**src/rtl/pcie_sram_port_arbiter_pkg.sv**
```systemverilog
// rtl/pcie_sram_port_arbiter_pkg.sv - shared types and sizes for the PCIe SRAM port arbiter
package pcie_sram_arb_pkg;

    typedef enum logic {
        ARB_IDLE  = 1'b0,
        ARB_OWNED = 1'b1
    } arb_state_e;

    localparam int SRAM_AW = 10;
    localparam int SRAM_DW = 256;

    // Width of a client index; a single client still needs one bit.
    function automatic int idx_w(input int n);
        return (n > 1) ? $clog2(n) : 1;
    endfunction

endpackage

```
**src/rtl/pcie_sram_port_arbiter_if.sv**
```systemverilog
// rtl/pcie_sram_port_arbiter_if.sv - client-side request/grant/read-return bus
interface pcie_sram_port_arbiter_if
    import pcie_sram_arb_pkg::*;
#(
    parameter int NC = 3,
    parameter int AW = SRAM_AW,
    parameter int DW = SRAM_DW
);
    logic [NC-1:0]    req;
    logic [NC-1:0]    we;
    logic [NC-1:0]    lock;
    logic [NC*AW-1:0] addr;
    logic [NC*DW-1:0] wdata;
    logic [NC-1:0]    gnt;
    logic [NC-1:0]    rvalid;
    logic [DW-1:0]    rdata;

    modport master (
        output req, we, lock, addr, wdata,
        input  gnt, rvalid, rdata
    );

    modport slave (
        input  req, we, lock, addr, wdata,
        output gnt, rvalid, rdata
    );
endinterface

```
**src/rtl/pcie_sram_port_arbiter_rr_pick.sv**
```systemverilog
// rtl/pcie_sram_port_arbiter_rr_pick.sv - rotate-priority pick of the first request at or after ptr
module pcie_rr_pick
    import pcie_sram_arb_pkg::*;
#(
    parameter  int N  = 3,
    localparam int IW = idx_w(N)
) (
    input  logic [N-1:0]  req,
    input  logic [IW-1:0] ptr,
    output logic [N-1:0]  onehot,
    output logic [IW-1:0] idx,
    output logic          any
);
    int j;

    always_comb begin
        onehot = '0;
        idx    = '0;
        any    = 1'b0;
        j      = 0;
        for (int k = 0; k < N; k++) begin
            j = (int'(ptr) + k) % N;
            if (!any && req[j]) begin
                any       = 1'b1;
                idx       = IW'(j);
                onehot[j] = 1'b1;
            end
        end
    end
endmodule

```
**src/rtl/pcie_sram_port_arbiter.sv**
```systemverilog
// rtl/pcie_sram_port_arbiter.sv - single-port SRAM arbiter: round-robin, burst lock with timeout, read steering
module pcie_sram_port_arbiter
    import pcie_sram_arb_pkg::*;
#(
    parameter  int NUM_CLIENTS  = 3,
    parameter  int AW           = SRAM_AW,
    parameter  int DW           = SRAM_DW,
    parameter  int LOCK_TIMEOUT = 64,
    localparam int IW           = idx_w(NUM_CLIENTS),
    localparam int CW           = (LOCK_TIMEOUT > 1) ? $clog2(LOCK_TIMEOUT) : 1
) (
    input  logic                   clk,
    input  logic                   rst_n,
    pcie_sram_port_arbiter_if.slave bus,
    output logic                   sram_ren,
    output logic                   sram_wen,
    output logic [AW-1:0]          sram_addr,
    output logic [DW-1:0]          sram_wdata,
    input  logic [DW-1:0]          sram_rdata,
    output logic                   lock_timeout,
    output logic [IW-1:0]          owner
);
    arb_state_e             state;
    logic [IW-1:0]          rr_ptr;
    logic [CW-1:0]          lock_cnt;
    logic [NUM_CLIENTS-1:0] blocked;
    logic [NUM_CLIENTS-1:0] rvalid_q;

    logic [NUM_CLIENTS-1:0] pick_oh;
    logic [IW-1:0]          pick_idx;
    logic                   pick_any;
    logic [NUM_CLIENTS-1:0] gnt_c;
    logic [IW-1:0]          sel;
    logic                   grant_any;
    logic                   timeout_hit;

    function automatic logic [IW-1:0] nxt(input logic [IW-1:0] i);
        return (int'(i) == NUM_CLIENTS - 1) ? '0 : i + 1'b1;
    endfunction

    pcie_rr_pick #(.N(NUM_CLIENTS)) u_pick (
        .req    (bus.req),
        .ptr    (rr_ptr),
        .onehot (pick_oh),
        .idx    (pick_idx),
        .any    (pick_any)
    );

    // Grant is combinational so the SRAM sees the access in the request cycle.
    always_comb begin
        gnt_c = '0;
        sel   = (state == ARB_OWNED) ? owner : pick_idx;
        if (rst_n) begin
            if (state == ARB_IDLE)
                gnt_c = pick_oh;
            else if (bus.req[owner])
                gnt_c[owner] = 1'b1;
        end
    end

    assign grant_any   = |gnt_c;
    assign sram_ren    = grant_any & ~bus.we[sel];
    assign sram_wen    = grant_any &  bus.we[sel];
    assign sram_addr   = bus.addr[int'(sel)*AW +: AW];
    assign sram_wdata  = bus.wdata[int'(sel)*DW +: DW];
    assign timeout_hit = (LOCK_TIMEOUT != 0) && (lock_cnt == CW'(LOCK_TIMEOUT - 1));

    assign bus.gnt    = gnt_c;
    assign bus.rvalid = rvalid_q;
    assign bus.rdata  = sram_rdata;

    always_ff @(posedge clk or negedge rst_n) begin
        if (!rst_n) begin
            state        <= ARB_IDLE;
            rr_ptr       <= '0;
            owner        <= '0;
            lock_cnt     <= '0;
            blocked      <= '0;
            rvalid_q     <= '0;
            lock_timeout <= 1'b0;
        end else begin
            rvalid_q     <= gnt_c & ~bus.we;
            lock_timeout <= 1'b0;
            // A timed-out client regains lock rights only after dropping lock.
            blocked      <= blocked & bus.lock;
            case (state)
                ARB_IDLE: begin
                    if (pick_any) begin
                        if (bus.lock[pick_idx] && !blocked[pick_idx]) begin
                            state    <= ARB_OWNED;
                            owner    <= pick_idx;
                            lock_cnt <= '0;
                        end else begin
                            rr_ptr <= nxt(pick_idx);
                        end
                    end
                end
                ARB_OWNED: begin
                    lock_cnt <= lock_cnt + 1'b1;
                    if (!bus.lock[owner]) begin
                        state  <= ARB_IDLE;
                        rr_ptr <= nxt(owner);
                        owner  <= '0;
                    end else if (timeout_hit) begin
                        state          <= ARB_IDLE;
                        rr_ptr         <= nxt(owner);
                        owner          <= '0;
                        blocked[owner] <= 1'b1;
                        lock_timeout   <= 1'b1;
                    end
                end
                default: state <= ARB_IDLE;
            endcase
        end
    end
endmodule

```
**src/flat_wrapper.sv**
```systemverilog
// flat-port wrapper written by rule: the top's interface ports become plain ports
module pcie_sram_port_arbiter_flat import pcie_sram_arb_pkg::*;
#(
    parameter  int NUM_CLIENTS  = 3,
    parameter  int AW           = SRAM_AW,
    parameter  int DW           = SRAM_DW,
    parameter  int LOCK_TIMEOUT = 64,
    localparam int IW           = idx_w(NUM_CLIENTS),
    localparam int CW           = (LOCK_TIMEOUT > 1) ? $clog2(LOCK_TIMEOUT) : 1
)
  (clk, rst_n, sram_ren, sram_wen, sram_addr, sram_wdata, sram_rdata, lock_timeout, owner, bus_req, bus_we, bus_lock, bus_addr, bus_wdata, bus_gnt, bus_rvalid, bus_rdata);
  pcie_sram_port_arbiter_if #(.NC((3)), .AW(AW), .DW(DW)) bus_i ();
  input  logic clk;
  input  logic rst_n;
  output logic sram_ren;
  output logic sram_wen;
  output logic [AW-1:0] sram_addr;
  output logic [DW-1:0] sram_wdata;
  input  logic [DW-1:0] sram_rdata;
  output logic lock_timeout;
  output logic [IW-1:0] owner;
  input wire logic [$bits(bus_i.req)-1:0] bus_req;
  input wire logic [$bits(bus_i.we)-1:0] bus_we;
  input wire logic [$bits(bus_i.lock)-1:0] bus_lock;
  input wire logic [$bits(bus_i.addr)-1:0] bus_addr;
  input wire logic [$bits(bus_i.wdata)-1:0] bus_wdata;
  output wire logic [$bits(bus_i.gnt)-1:0] bus_gnt;
  output wire logic [$bits(bus_i.rvalid)-1:0] bus_rvalid;
  output wire logic [$bits(bus_i.rdata)-1:0] bus_rdata;
  assign bus_i.req = bus_req;
  assign bus_i.we = bus_we;
  assign bus_i.lock = bus_lock;
  assign bus_i.addr = bus_addr;
  assign bus_i.wdata = bus_wdata;
  assign bus_gnt = bus_i.gnt;
  assign bus_rvalid = bus_i.rvalid;
  assign bus_rdata = bus_i.rdata;
  pcie_sram_port_arbiter #(.NUM_CLIENTS(NUM_CLIENTS), .AW(AW), .DW(DW), .LOCK_TIMEOUT(LOCK_TIMEOUT)) u_core (.clk(clk), .rst_n(rst_n), .bus(bus_i), .sram_ren(sram_ren), .sram_wen(sram_wen), .sram_addr(sram_addr), .sram_wdata(sram_wdata), .sram_rdata(sram_rdata), .lock_timeout(lock_timeout), .owner(owner));
endmodule
```
**config.mk**
```make
export PLATFORM = sky130hd
export DESIGN_NAME = pcie_sram_port_arbiter_flat
export DESIGN_NICKNAME = d
export VERILOG_FILES = /design/src/rtl/pcie_sram_port_arbiter_pkg.sv /design/src/rtl/pcie_sram_port_arbiter_if.sv /design/src/rtl/pcie_sram_port_arbiter_rr_pick.sv /design/src/rtl/pcie_sram_port_arbiter.sv /design/src/flat_wrapper.sv
export SDC_FILE = /design/constraint.sdc
export NUM_CORES = 1
export LEC_CHECK = 0
export ABC_AREA = 1
export CAP_MARGIN = 20
export CORE_AREA = 2 2 627 629
export CTS_CLUSTER_SIZE = 20
export DETAILED_ROUTE_END_ITERATION = 6
export DIE_AREA = 0 0 629 631
export PLACE_DENSITY = 0.3
export SETUP_SLACK_MARGIN = 0.05
export SLEW_MARGIN = 20
export SYNTH_ARGS = -nofsm -noshare
export SYNTH_HDL_FRONTEND = slang
export SYNTH_HIERARCHICAL = 1
export SYNTH_SLANG_ARGS = --single-unit
```
**constraint.sdc**
```tcl
create_clock -name clk -period 6.9 [get_ports clk]
set_input_delay 1.035 -clock clk [delete_from_list [all_inputs] [get_ports clk]]
set_output_delay 1.035 -clock clk [all_outputs]
set_load 0.02 [all_outputs]
```
### Word level (Yosys, flattened, before mapping)

Index checks and enable logic that the tools add are counted.

* output and inout port bits: 533
* bits of input ports: 1065
* logic and storage cells: 125
* register bits after elaboration: 18

* magnitude comparators: 10
* equal/unequal tests: 7
* reductions and logical operators: 14
* shift operators: 2
* divide/modulo/power cells: 3
* $add $sub $neg: 5
* $mul: 1
* mux-type cells: 66
* bitwise operators: 10

Operator list (number)
* $shiftx 768x11->256: 1
* $ge 32x1->1 const B: 3
* $lt 32x4->1 const B: 3
* $mod 32x3->32 const B: 2
* $mod 3x3->32 const B: 1
* $shiftx 30x32->10: 1
* $mux 2: 14
* $mux 3: 9
* $mux 1: 25
* $bmux 1 s2: 8
* $mux 6: 2
* $pmux 6 s2: 1
* $lt 2x3->1 const B: 3
* $or 3x3->3: 3
* $demux 1 s2: 4
* $pmux 2 s2: 2
* $logic_and 1x1->1: 7
* $add 6x1->6 const B: 1
* $and 3x3->3: 2
* $eq 6x6->1 const B: 1
* $reduce_and 3->1: 2
* $mul 2x3->5 const B: 1
* $add 2x1->2 const B: 2
* $eq 2x2->1 const B: 2
* 13 further kinds: 18

### Depth between registers and ports, before layout

Gate-level depths: netlist (run 1).

* word-level depth: 18
* depth in mapped cells: 20

### Cells and area by module

Netlist (run 1), hierarchy kept.

Modules (own cells, without submodules)
* pcie_sram_port_arbiter: cells each 1611, times used 1, area an instance 8608.3 µm²
* pcie_rr_pick: cells each 61, times used 1, area an instance 320.3 µm²

### Least setup slack after synthesis (run 1)

No wires, ideal clock.

* path kind: input to output
* from: in bus_req[2]
* to: out sram_wdata[100]
* cell stages on the path: 14
* data required time: 5.865 ns
* path buffers: 2
* slack: 2.968 ns
* arrival time: 2.897 ns
* path through: inv_2 o21ai_2 nand2_4 nand2_1 inv_2 nand3_1 nand2_1 inv_1 nor2_1 a21oi_2 buf_2 buf_2 o21ai_0 o21ai_0

* word-level cells in the longest chain between the ends: 12
* elaborated cells on any way between the ends: 20

RTL lines
* from (decl): line flat_wrapper.sv:22 `input wire logic [$bits(bus_i.req)-1:0] bus_req;`
* $bmux 1 s2: line pcie_sram_port_arbiter_rr_pick.sv:23 `if (!any && req[j]) begin`
* $mux 1 (implied by the code) (2 in a row): line pcie_sram_port_arbiter_rr_pick.sv:23
* $mux 1: line pcie_sram_port_arbiter_rr_pick.sv:23
* $logic_not 1->1: line pcie_sram_port_arbiter_rr_pick.sv:23
* $logic_and 1x1->1: line pcie_sram_port_arbiter_rr_pick.sv:23
* $mux 1: line pcie_sram_port_arbiter_rr_pick.sv:23
* $logic_not 1->1: line pcie_sram_port_arbiter_rr_pick.sv:23
* $logic_and 1x1->1: line pcie_sram_port_arbiter_rr_pick.sv:23
* $mux 2 *: line pcie_sram_port_arbiter_rr_pick.sv:23
* net u_core.pick_idx[1]: line pcie_sram_port_arbiter.sv:30 `logic [IW-1:0] pick_idx;`
* $mux 2 *: line pcie_sram_port_arbiter.sv:52 `sel = (state == ARB_OWNED) ? owner : pick_idx;`
* $shiftx 768x11->256 *: line pcie_sram_port_arbiter.sv:65 `assign sram_wdata = bus.wdata[int'(sel)*DW +: DW];`
* to (decl): line flat_wrapper.sv:18 `output logic [DW-1:0] sram_wdata;`

Mark *: on every way through the listed nets, which the timed path passes. The rest lies on a longest branch. The select of a mux whose other input is x is not followed.

### Worst setup path after layout (run 1)

* from: in bus_req[2]
* to: out sram_wdata[29]

The elaborated chain is that of the path after synthesis.

==> qor.txt, run 1 <==
First-pass GRT wire length: 391 mm
Worst IR drop on VDD: 0.456 mV
Iter 0 DRT Violations: 1263
Worst hold path class: reg -> reg
CTS sink count: 18
Vias per cell: 2.38
Hold buffers post-CTS: 0
Worst Hold Endpoint: u_core/blocked[0]
Synth unique cells: 27
Power Dens Cells: 791 nW/um^2
# IOs: 1598
Synth Area per Inst: 5.34 sq um
Cells after DPL: 7618
Initial antenna violation count: 410
# DRC: 0
Clock-pin slew of the registers on the worst-case setup and hold paths: 50 ps
Max Cap Viol: 0
Reg2Reg Depth: 19
R2r endpoint: u_core/owner[0]
Post-CTS sizing: 0
Slew of the pin with the lowest slew margin: 1150 ps
Footprint of the multi-input gates: 5770 sq um
Fin crit share: 0.909
Final worst setup slack: 629 ps
DP Worst Slack: 519 ps
Sequential cell area fraction in the yosys report: 0.0504
Final Skew: 3.29 ps
Max-Slew Margin vs Limit: 0.233
Area delta synth->final: 193%
PortBufs: 1085
R2r setup slk: 3970 ps
GRT Overall Usage: 0.169
Register Area: 450 sq um
Post-DP HPWL: 330 mm
Filler Cell Count: 46381
Critical Path Start Type: primary input
Post-Syn Instances: 1672
GRT overflow: 0
FP Rows: 230
First-pass DRT Iterations: 6
Final setup violating endpoints: 0
Synthesis Warnings: 6
Min Tclk post-route: 6270 ps
Vias in the first global route: 17682
Final GP Congestion: 0.947
Post-route ant nets: 0
Critical path data required time: 5860 ps
Worst EP arrival: 5240 ps
Leak Pwr: 0.00791 uW
FMAX: 0.159 GHz
Syn_nets: 2742
TritonCTS Buffers: 3
Die span in x: 629 microns
Share of layout cells above drive strength 1: 0.130
Hold path start: u_core/blocked[0]
Pin count of the biggest net entering global routing: 135
Die H: 631 microns
Clock tree buffer depth: 2
Net count, final: 3473
Worst-skew pair later-pin latency: 250 ps
Synthesized area: 8930 sq um
Final non-filler cell total: 7672
WS Path Type: in -> out
Status: finished clean
DR WL/cell: 45.5 microns
Synth Register Bits: 18
Worst Setup End Kind: output pin
Die ar.: 397000 sq um
Unrepaired setup endpoints after global routing: false
Vias post-DR: 18252
CTS tree: yes
Total core area: 391000 sq um
Starting Density: 0.0228
Worst r2r src: u_core/rr_ptr[0]
Worst Hold Depth: 2
Post-Route WL: 349 mm
Hold Violations, Final: 0
# Post-CTS Setup Buffers: 0
Slew Viols, Final: 0
Clock Tree Root: clkbuf_16
Crit-path max FO: 81
H-tree depth: 1
placed cells by master, fill, tap and decap left out, drive strengths merged:
master	instances
dfrtp	18
buf	285
or2	2
ha	5
o22ai	1
clkdlybuf4s50	845
nand2	72
clkbuf	3
diode	51
o21a	1
nor2	282
inv	33
nand3	299
o211ai	1
o21ai	546
o31ai	1
nand4	2
clkinv	1
a21oi	4
final cells by class:
| class | count | share of cell area |
|---|---|---|
| repair buffers | 1130 | 0.499 |
| clock buffers | 3 | 0.00287 |
| inverters | 34 | 0.00546 |
| well taps | 5220 | 0.250 |
| flip-flops and latches | 18 | 0.0172 |
| multi-input cells | 1216 | 0.221 |
| diodes | 51 | 0.00488 |
stage by stage:
step	hold slack [ps]	utilization	setup TNS [ps]	area, sq um	power (uW)
after floorplan	444	-	0	8930	6340
after global placement	472	0.0662	-447	25900	21300
after detailed placement	474	0.0664	0	25900	21300
after CTS	486	0.0666	0	26000	21500
after global routing	519	0.0667	0	26100	22100
final	494	0.0669	0	26100	20700
state kept, by name (all words and copies together), names as in the netlist:
signal               flops
u_core/lock_cnt          6
u_core/bus.rvalid        3
u_core/owner             2
u_core/rr_ptr            2
u_core/blocked           3
u_core/lock_timeout      1
u_core/state             1
synth_stat cells (all sizes together):
| library cell | n | area, sq um |
|---|---|---|
| nand2 | 72 | 283 |
| a21oi | 4 | 23.8 |
| o21a | 1 | 7.51 |
| o21ai | 546 | 2740 |
| nand4 | 2 | 12.5 |
| nor2 | 282 | 1060 |
| inv | 33 | 124 |
| or2 | 2 | 12.5 |
| clkinv | 1 | 3.75 |
| o31ai | 1 | 21.3 |
| dfrtp | 18 | 450 |
| nand3 | 299 | 1500 |
| clkbuf | 41 | 154 |
| o211ai | 1 | 7.51 |
| buf | 363 | 2460 |
| ha | 5 | 62.6 |
| o22ai | 1 | 6.26 |
report_power, final:
part / total, uW / switching, uW / internal (uW)
Combinational: 20400 / 13400 / 6960
Sequential: 173 / 40.4 / 133
Clock: 116 / 40.1 / 76.4
worst max-delay path by stage:
stage,start,endpoint,cells after the start,slack [ps]
CTS,bus_req[2],sram_wdata[29],15,500
floorplan,bus_req[2],sram_wdata[100],14,2970
global placement,bus_req[2],sram_wdata[16],15,-280
finish,bus_req[2],sram_wdata[29],15,630
global route,bus_req[2],sram_addr[7],17,390
detailed placement,bus_req[2],sram_wdata[29],15,520
cells by family (layout without fill, tap and decap cells):
group | count (synthesis) | count (layout) | share of synthesized area
other | 0 | 51 | 0
DFF | 18 | 18 | 0.0504
adders and majority gates | 5 | 5 | 0.00701
AOI/OAI and AO/OA | 554 | 554 | 0.314
and+or+nand+nor | 657 | 657 | 0.321
buffers and inverters | 438 | 1167 | 0.307
critical path, stage by stage:
cell	delay, ps
clkdlybuf4s50_1	560
inv_2	90
o21ai_2	180
nand2_4	100
nand2_1	110
inv_2	50
nand3_1	90
nand2_1	110
inv_1	170
nor2_1	120
a21oi_4	300
buf_6	680
o21ai_0	410
o21ai_1	890
buf_12	200
layer usage:
layer / vias to the layer above / share of wire / global-route usage
met2: 2137 / 0.47 / 0.286
met5: - / 0.0045 / 0.00833
met1: 8161 / 0.26 / 0.130
met3: 790 / 0.23 / 0.181
met4: 180 / 0.033 / 0.0367
li1: 6984 / - / -
Power figures use the tool's default switching activity.
==> inputs of run 2 (changes only) <==
Settings changed: HOLD_SLACK_MARGIN set to 0.1.
==> results of run 2 <==
Final layout, timing and power as in run 1 (identical DEF).
